### config.mk
export PLATFORM = sky130hd
export DESIGN_NAME = op_command_sequencer_flat
export DESIGN_NICKNAME = d
export VERILOG_FILES = /design/src/rtl/op_command_sequencer_if.sv /design/src/rtl/op_command_sequencer.sv /design/src/flat_wrapper.sv
export SDC_FILE = /design/constraint.sdc
export NUM_CORES = 1
export LEC_CHECK = 0
export ABC_AREA = 1
export BUFFER_PORTS_ARGS = -buffer_cell sky130_fd_sc_hd__buf_2
export CAP_MARGIN = 20
export CORE_ASPECT_RATIO = 1.25
export CORE_UTILIZATION = 35
export DETAILED_ROUTE_END_ITERATION = 10
export PLACE_DENSITY = 0.61
export SLEW_MARGIN = 20
export SYNTH_ARGS = -nofsm -noshare
export SYNTH_HDL_FRONTEND = slang
export SYNTH_SLANG_ARGS = --single-unit
### constraint.sdc
create_clock -name clk -period 4.2 [get_ports clk]
set_input_delay 1.26 -clock clk [delete_from_list [all_inputs] [get_ports clk]]
set_output_delay 1.26 -clock clk [all_outputs]
set_load 0.005 [all_outputs]
### src/rtl/op_command_sequencer_if.sv
// Bundle of button, switch and ALU-side command signals for op_command_sequencer.
// The master side drives the raw inputs and the slave side (the sequencer) drives the issued command.
interface op_command_sequencer_if;
    logic       enter_btn;
    logic [2:0] sw_op;
    logic [1:0] sw_k;
    logic       clear_ovf;
    logic [2:0] OP;
    logic [1:0] K;
    logic       Perform;
    logic       busy;
    logic [2:0] fifo_count;
    logic       full;
    logic       overflow;

    modport master (
        output enter_btn, sw_op, sw_k, clear_ovf,
        input  OP, K, Perform, busy, fifo_count, full, overflow
    );

    modport slave (
        input  enter_btn, sw_op, sw_k, clear_ovf,
        output OP, K, Perform, busy, fifo_count, full, overflow
    );
endinterface

### src/rtl/op_command_sequencer.sv
// Debounced Enter capture of OP/K into a 4-deep command FIFO, issued to the ALU
// as a stable OP/K word framed by a registered Perform pulse.
module op_command_sequencer #(
    parameter int DEBOUNCE_CYCLES = 4,
    parameter int SETUP_CYCLES    = 1,
    parameter int PULSE_CYCLES    = 2,
    parameter int HOLD_CYCLES     = 2
) (
    input  logic                  clk,
    input  logic                  reset,
    op_command_sequencer_if.slave bus
);
    localparam int DW     = (DEBOUNCE_CYCLES > 1) ? $clog2(DEBOUNCE_CYCLES) : 1;
    localparam int SP_MAX = (SETUP_CYCLES > PULSE_CYCLES) ? SETUP_CYCLES : PULSE_CYCLES;
    localparam int T_MAX  = (SP_MAX > HOLD_CYCLES) ? SP_MAX : HOLD_CYCLES;
    localparam int TW     = (T_MAX > 1) ? $clog2(T_MAX) : 1;

    localparam logic [DW-1:0] DEB_LAST   = DW'(DEBOUNCE_CYCLES - 1);
    localparam logic [TW-1:0] SETUP_LOAD = TW'(SETUP_CYCLES - 1);
    localparam logic [TW-1:0] PULSE_LOAD = TW'(PULSE_CYCLES - 1);
    localparam logic [TW-1:0] HOLD_LOAD  = TW'(HOLD_CYCLES - 1);
    localparam logic [2:0]    FIFO_DEPTH = 3'd4;

    typedef enum logic [1:0] {IDLE, SETUP, PULSE, HOLD} state_t;

    logic [1:0]    sync_reg;
    logic          btn_s;
    logic          deb_reg;
    logic [DW-1:0] deb_cnt_reg;
    logic          push_reg;

    logic [4:0]    fifo_mem [4];
    logic [1:0]    wr_ptr_reg;
    logic [1:0]    rd_ptr_reg;
    logic [2:0]    count_reg;
    logic          fifo_wr;
    logic          fifo_drop;
    logic          ovf_reg;

    state_t        state_reg, state_next;
    logic [TW-1:0] timer_reg, timer_next;
    logic          pop;
    logic [2:0]    op_reg;
    logic [1:0]    k_reg;
    logic          perform_reg;

    assign btn_s = sync_reg[1];

    // The counter only runs while the synchronised level disagrees with deb;
    // the push strobe is raised on the edge that accepts a new high level.
    always_ff @(posedge clk) begin
        if (reset) begin
            sync_reg    <= 2'b00;
            deb_reg     <= 1'b0;
            deb_cnt_reg <= '0;
            push_reg    <= 1'b0;
        end else begin
            sync_reg <= {sync_reg[0], bus.enter_btn};
            push_reg <= 1'b0;
            if (btn_s == deb_reg) begin
                deb_cnt_reg <= '0;
            end else if (deb_cnt_reg == DEB_LAST) begin
                deb_reg     <= btn_s;
                deb_cnt_reg <= '0;
                push_reg    <= btn_s;
            end else begin
                deb_cnt_reg <= deb_cnt_reg + 1'b1;
            end
        end
    end

    // A full FIFO still accepts a push when the head leaves on the same edge.
    assign fifo_wr   = push_reg && ((count_reg != FIFO_DEPTH) || pop);
    assign fifo_drop = push_reg && (count_reg == FIFO_DEPTH) && !pop;

    always_ff @(posedge clk) begin
        if (fifo_wr) begin
            fifo_mem[wr_ptr_reg] <= {bus.sw_op, bus.sw_k};
        end
    end

    always_ff @(posedge clk) begin
        if (reset) begin
            wr_ptr_reg <= 2'd0;
            rd_ptr_reg <= 2'd0;
            count_reg  <= 3'd0;
            ovf_reg    <= 1'b0;
        end else begin
            if (fifo_wr) begin
                wr_ptr_reg <= wr_ptr_reg + 2'd1;
            end
            if (pop) begin
                rd_ptr_reg <= rd_ptr_reg + 2'd1;
            end
            count_reg <= count_reg + 3'(fifo_wr) - 3'(pop);
            if (bus.clear_ovf) begin
                ovf_reg <= 1'b0;
            end else if (fifo_drop) begin
                ovf_reg <= 1'b1;
            end
        end
    end

    always_ff @(posedge clk) begin
        if (reset) begin
            state_reg   <= IDLE;
            timer_reg   <= '0;
            op_reg      <= 3'd0;
            k_reg       <= 2'd0;
            perform_reg <= 1'b0;
        end else begin
            state_reg   <= state_next;
            timer_reg   <= timer_next;
            perform_reg <= (state_next == PULSE);
            if (pop) begin
                op_reg <= fifo_mem[rd_ptr_reg][4:2];
                k_reg  <= fifo_mem[rd_ptr_reg][1:0];
            end
        end
    end

    // Each timed state loads the shared timer with its length minus one on entry
    // and leaves when the timer has reached zero.
    always_comb begin
        state_next = state_reg;
        timer_next = timer_reg;
        pop        = 1'b0;
        case (state_reg)
            IDLE: begin
                if (count_reg != 3'd0) begin
                    pop        = 1'b1;
                    state_next = SETUP;
                    timer_next = SETUP_LOAD;
                end
            end
            SETUP: begin
                if (timer_reg == '0) begin
                    state_next = PULSE;
                    timer_next = PULSE_LOAD;
                end else begin
                    timer_next = timer_reg - 1'b1;
                end
            end
            PULSE: begin
                if (timer_reg == '0) begin
                    state_next = HOLD;
                    timer_next = HOLD_LOAD;
                end else begin
                    timer_next = timer_reg - 1'b1;
                end
            end
            HOLD: begin
                if (timer_reg == '0) begin
                    state_next = IDLE;
                end else begin
                    timer_next = timer_reg - 1'b1;
                end
            end
            default: begin
                state_next = IDLE;
            end
        endcase
    end

    assign bus.OP         = op_reg;
    assign bus.K          = k_reg;
    assign bus.Perform    = perform_reg;
    assign bus.busy       = (state_reg != IDLE);
    assign bus.fifo_count = count_reg;
    assign bus.full       = (count_reg == FIFO_DEPTH);
    assign bus.overflow   = ovf_reg;
endmodule

### src/flat_wrapper.sv
// flat-port wrapper written by rule: the top's interface ports become plain ports
module op_command_sequencer_flat 
#(
    parameter int DEBOUNCE_CYCLES = 4,
    parameter int SETUP_CYCLES    = 1,
    parameter int PULSE_CYCLES    = 2,
    parameter int HOLD_CYCLES     = 2
)
  (clk, reset, bus_enter_btn, bus_sw_op, bus_sw_k, bus_clear_ovf, bus_OP, bus_K, bus_Perform, bus_busy, bus_fifo_count, bus_full, bus_overflow);
  op_command_sequencer_if bus_i ();
  input  logic clk;
  input  logic reset;
  input wire logic [$bits(bus_i.enter_btn)-1:0] bus_enter_btn;
  input wire logic [$bits(bus_i.sw_op)-1:0] bus_sw_op;
  input wire logic [$bits(bus_i.sw_k)-1:0] bus_sw_k;
  input wire logic [$bits(bus_i.clear_ovf)-1:0] bus_clear_ovf;
  output wire logic [$bits(bus_i.OP)-1:0] bus_OP;
  output wire logic [$bits(bus_i.K)-1:0] bus_K;
  output wire logic [$bits(bus_i.Perform)-1:0] bus_Perform;
  output wire logic [$bits(bus_i.busy)-1:0] bus_busy;
  output wire logic [$bits(bus_i.fifo_count)-1:0] bus_fifo_count;
  output wire logic [$bits(bus_i.full)-1:0] bus_full;
  output wire logic [$bits(bus_i.overflow)-1:0] bus_overflow;
  assign bus_i.enter_btn = bus_enter_btn;
  assign bus_i.sw_op = bus_sw_op;
  assign bus_i.sw_k = bus_sw_k;
  assign bus_i.clear_ovf = bus_clear_ovf;
  assign bus_OP = bus_i.OP;
  assign bus_K = bus_i.K;
  assign bus_Perform = bus_i.Perform;
  assign bus_busy = bus_i.busy;
  assign bus_fifo_count = bus_i.fifo_count;
  assign bus_full = bus_i.full;
  assign bus_overflow = bus_i.overflow;
  op_command_sequencer #(.DEBOUNCE_CYCLES(DEBOUNCE_CYCLES), .SETUP_CYCLES(SETUP_CYCLES), .PULSE_CYCLES(PULSE_CYCLES), .HOLD_CYCLES(HOLD_CYCLES)) u_core (.clk(clk), .reset(reset), .bus(bus_i));
endmodule
# Word level (Yosys, flattened, before mapping)
# Memories as Yosys holds them, arrays and structs flattened. A register that Yosys moved wholly into a read port is not among the register bits.
# Index checks and enable logic that the tools add are counted.
[totals]
register_bits = 18
latch_bits = 0
ramBits = 20
romBits = 0
out_inout_bits = 12
wordCells = 55
memories = 1
[classes]
add_sub_neg = 6
n_mul = 0
n_div = 0
order_cmp = 0
n_eq_ne = 9
shift = 0
mux = 13
bitwise = 2
reduce_logical = 13
[mem_list]
columns = ["memory", "words", "word_bits", "read_ports", "rd_clocked_by_memory_dff", "wr", "line_no", "text"]
rows = [
  ["u_core.fifo_mem", 4, 5, 1, 1, 1, "op_command_sequencer.sv:32", "logic [4:0] fifo_mem [4];"],
]
[op_table]
columns = ["cell", "n"]
rows = [
  ["$eq 2x2->1 const B", 4],
  ["$mux 2", 4],
  ["$pmux 2 s4", 1],
  ["$mux 1", 7],
  ["$add 2x1->2 const B", 3],
  ["$reduce_or 3->1", 2],
  ["$reduce_or 2->1", 2],
  ["$add 3x1->3", 1],
  ["$eq 3x3->1 const B", 1],
  ["$logic_and 1x1->1", 3],
  ["$ne 3x3->1 const B", 1],
  ["$pmux 1 s3", 1],
  ["$reduce_bool 3->1", 1],
  ["$sub 3x1->3", 1],
  ["$eq 2x1->1 const B", 1],
  ["$logic_not 2->1", 1],
  ["$ne 2x1->1 const B", 1],
  ["$not 1->1", 2],
  ["$reduce_and 2->1", 1],
  ["$reduce_bool 2->1", 1],
  ["$eq 1x1->1", 1],
  ["$logic_not 1->1", 1],
  ["$logic_or 1x1->1", 1],
  ["$sub 1x1->1 const B", 1],
]

# Depth between registers and ports, before layout
[logic_depth]
depth_word = 7
ltp_mapped = 10
depth_no_buf = 10

# Worst setup path before layout
# No wires, ideal clock.
[synth_timing]
path_kind = "reg-to-output"
startpoint = "register u_core.state_reg[0]"
endpoint = "output port bus_busy"
arrival_time_ns = 0.794
setup_slack_ns = 2.146
path_stages_with_launch = 4
cell_sequence = "dfxtp_1 > inv_1 > ha_1 > inv_1"
[synth_between]
elab_chain_cells = 1
[synth_lines]
columns = ["item", "line_no", "text"]
rows = [
  ["start: declaration", "op_command_sequencer.sv:40", "state_t state_reg, state_next;"],
  ["start signal: assignment", "op_command_sequencer.sv:112", "state_reg <= state_next;"],
  ["$reduce_bool 2->1", "op_command_sequencer.sv:168", "assign bus.busy = (state_reg != IDLE);"],
  ["end: declaration", "flat_wrapper.sv:20", "output wire logic [$bits(bus_i.busy)-1:0] bus_busy;"],
]
# Every way passes these cells.

# Final worst setup path
# Ends and elaborated chain as after synthesis.

==> run summary <==
### Setup path
- **crit path cell chain** inv_1 -> ha_1 -> inv_1 -> buf_2
- **type of the worst setup path** reg2out
- **critical path depth in cells** 4
- **Worst R2R End** u_core.bus.fifo_count[2]$_SDFF_PP0_
- **kind of end point of the critical path** output pin
- **Worst Path Required** 2.94 ns
- **slowest library cell on the worst path** sky130_fd_sc_hd__dfxtp_1
- **sort of element at the start of the critical path** flip-flop
- **number of buffers and inverters on the critical path** 3
- **cell depth of the worst flop-to-flop path** 10
- **top cell family by delay on the critical path** buffers and inverters
- **maximum fanout along the worst path** 5
- **slack of the worst reg-to-reg path** 1.97 ns
- **delay contributed by the slowest stage of the critical path** 0.37 ns
- **Reg-to-Reg Start** u_core.state_reg[0]$_SDFF_PP0_
- **WP data arrival** 1.34 ns
- **most frequent cell on the critical path** sky130_fd_sc_hd__inv_1

### Synthesis
- **Post-synth EDFFs** 20
- **synthesized net count** 265
- **asr flop ratio synth** 0
- **most instantiated flip-flop cell in the synthesis netlist** sky130_fd_sc_hd__dfxtp_1
- **warning count from the yosys run** 0
- **number of distinct library cell variants in the gate-level netlist after synthesis** 22
- **portion of the post-synthesis area used by sequential elements** 0.524
- **Post-Synthesis Mean Instance Area** 8.34 um2
- **Yosys reg bits** 43
- **gate count of the mapped netlist** 243
- **cell area after synthesis** 2030 um2

### STA
- **min cycle time layout** 2.60 ns
- **transition time at the pin with the least slew margin** 0.445 ns
- **number of pins exceeding their max-slew limit in the final report** 0
- **final number of hold-violating endpoints** 0
- **Setup TNS** 0 ns
- **number of endpoints failing setup at the final stage** 0
- **maximum frequency from static timing analysis** 0.385 GHz
- **relative slew slack** 0.702
- **Worst Skew** 0.00593 ns
- **period utilization** 0.618
- **RSZ-0062 raised after global routing** no

### Clock tree
- **Clock Root Buffer** sky130_fd_sc_hd__clkbuf_8
- **number of clock sinks** 43
- **TritonCTS Buffers** 5
- **deepest level of the CTS H-tree** 2
- **count of buffers added by post-CTS timing repair for setup** 0
- **CTS tree** yes
- **buffers from clock root to sink, at most** 2
- **clock latency on the worst-skew pair** 0.30 ns
- **number of buffers inserted for hold repair after clock tree synthesis** 0
- **clock slew at the register clock pins of the worst setup and hold paths** 0.08 ns
- **Resized Gates After CTS** 0

### Die
- **y dimension of the die** 87.1 um
- **Chip Width** 70.0 um
- **number of cell rows** 30
- **Total Die Area** 6100 um2
- **Starting Density** 0.367
- **Floorplan Core Area** 5520 um2
- **top-level I/O count** 21

### GRT
- **global-route wire length before repair** 6.04 mm
- **overall track demand over capacity in global routing** 0.127
- **total global routing overflow** 0
- **pin count of the biggest net entering global routing** 15
- **initial antenna violation count** 0
- **number of global-route vias before repair** 1361

### Power and ir drop
- **power density over the cells** 556 nW/um2
- **worst ir drop on vdd** 261 uV
- **Pleak** 1.13 nW

### Cells and area
- **Layout fillers** 542
- **layout overhead on the synthesized area** 12.9%
- **max reg flops** 20
- **most frequent cells in the layout** 59 x sky130_fd_sc_hd__nand2_1, 54 x sky130_fd_sc_hd__inv_1, 31 x sky130_fd_sc_hd__nor2_1
- **commonest non-fill, non-tap cell in the layout** sky130_fd_sc_hd__nand2_1
- **total number of nets in the final design** 287
- **antenna diode instance count** 0
- **post-route cell area** 2290 um2
- **core occupancy in the finished layout** 0.415
- **fraction of final layout cells with drive strength greater than 1** 0.132
- **register containing the most flip-flops in the final layout** u_core.fifo_mem

### Placement
- **GPL Wtd Cong** 0.702
- **total half-perimeter wirelength after legalization and detailed placement** 2.53 mm
- **Port Buffer Count** 20
- **cell area after placement** 2170 um2

### Detailed routing
- **Via density** 4.28
- **violation count after the first detailed-routing iteration** 49
- **count of TritonRoute iterations in the first routing pass** 4
- **DRC errors left** 0
- **routed vias** 1414
- **Post-Route WL** 3.34 mm
- **antenna-violating nets left** 0
- **detailed-route wire length per cell** 10.1 um

### Job
- **number of maximum-capacitance violations** 0

### Min path
- **Hold Path Origin** u_core.sync_reg[0]$_SDFF_PP0_
- **path type of the worst min-delay path** reg2reg
- **Cells on Worst Hold Path** 2
- **end point of the worst hold path** u_core.sync_reg[1]$_SDFF_PP0_

### Run status
- **run status** finished, final reports clean

==> Yosys cell counts, types with 2 or more instances <==
master / n / share of area
sky130_fd_sc_hd__nand3_1: 21 / 0.052
sky130_fd_sc_hd__nor2_1: 31 / 0.057
sky130_fd_sc_hd__ha_1: 12 / 0.074
sky130_fd_sc_hd__a21oi_1: 4 / 0.0099
sky130_fd_sc_hd__dfxtp_1: 23 / 0.23
sky130_fd_sc_hd__or2_2: 2 / 0.0062
sky130_fd_sc_hd__nand2_1: 59 / 0.11
sky130_fd_sc_hd__nand2_4: 2 / 0.011
sky130_fd_sc_hd__inv_1: 54 / 0.10
sky130_fd_sc_hd__edfxtp_1: 20 / 0.30
sky130_fd_sc_hd__buf_2: 4 / 0.0099
==> worst register-to-register path, stage by stage (launching register included) <==
cell and delay, ns:
sky130_fd_sc_hd__dfxtp_1 0.37, sky130_fd_sc_hd__inv_1 0.11, sky130_fd_sc_hd__ha_1 0.28, sky130_fd_sc_hd__inv_1 0.15
sky130_fd_sc_hd__nand3_1 0.18, sky130_fd_sc_hd__nand2_1 0.20, sky130_fd_sc_hd__inv_1 0.06, sky130_fd_sc_hd__ha_1 0.19
sky130_fd_sc_hd__fa_1 0.37, sky130_fd_sc_hd__xor2_1 0.16, sky130_fd_sc_hd__nor2_1 0.05
==> cells by family (layout without fill, tap and decap cells) <==
family / Yosys count / in the layout / synth area share
AOI/OAI and AO/OA: 7 / 7 / 0.0191
xor gates and xnor gates: 1 / 1 / 0.00432
adders and majority gates: 13 / 13 / 0.0840
buffers and inverters: 60 / 83 / 0.117
DFF: 43 / 43 / 0.524
and+or+nand+nor: 119 / 119 / 0.251
==> how the worst max path moves through the flow <==
| stage | startpoint | endpoint | slack [ns] |
|---|---|---|---|
| CTS | u_core.state_reg[0]$_SDFF_PP0_ | bus_busy | 1.59 |
| floorplan | u_core.state_reg[0]$_SDFF_PP0_ | bus_busy | 2.15 |
| finish | u_core.state_reg[0]$_SDFF_PP0_ | bus_busy | 1.60 |
| detailed placement | u_core.state_reg[0]$_SDFF_PP0_ | bus_busy | 1.93 |
| global placement | u_core.state_reg[0]$_SDFF_PP0_ | bus_busy | 1.99 |
| global route | u_core.state_reg[1]$_SDFF_PP0_ | bus_busy | 1.49 |
==> metrics by stage <==
stage                     total power [mW]  setup WS, ns  cells  hold WS, ns
after floorplan                      0.873          2.15    243        0.388
after CTS                             1.29          1.59    330        0.418
final                                 1.27          1.60    330        0.410
after global placement               0.959          1.99    322        0.411
after global routing                  1.38          1.49    330        0.441
after detailed placement             0.963          1.93    322        0.406
==> cell type report <==
| cell class | count | area (um2) | area share |
|---|---|---|---|
| clock inverter | 3 | 43.8 | 0.0191 |
| sequential | 43 | 1060 | 0.464 |
| timing repair buffer | 20 | 100 | 0.0438 |
| clock buffer | 5 | 68.8 | 0.0301 |
| tap | 64 | 80.1 | 0.0350 |
| multi-input combinational | 140 | 727 | 0.318 |
| inverter | 55 | 206 | 0.0903 |
==> per-layer routing <==
layer | vias up | GRT usage | part of all wire
met1 | 616 | 0.152 | 0.48
li1 | 772 | - | -
met3 | 7 | 0.0301 | 0.033
met5 | - | 0 | 0
met4 | 0 | 0.0655 | 0.025
met2 | 19 | 0.213 | 0.46
==> report_power, final <==
part	total [mW]	switching (mW)	leakage, nW	internal (mW)
clock	0.321	0.145	0.0543	0.176
sequential	0.537	0.0505	0.368	0.487
combinational	0.414	0.252	0.707	0.161
total	1.27	0.447	1.13	0.825
Note: power is estimated with default switching activity, not from simulation.
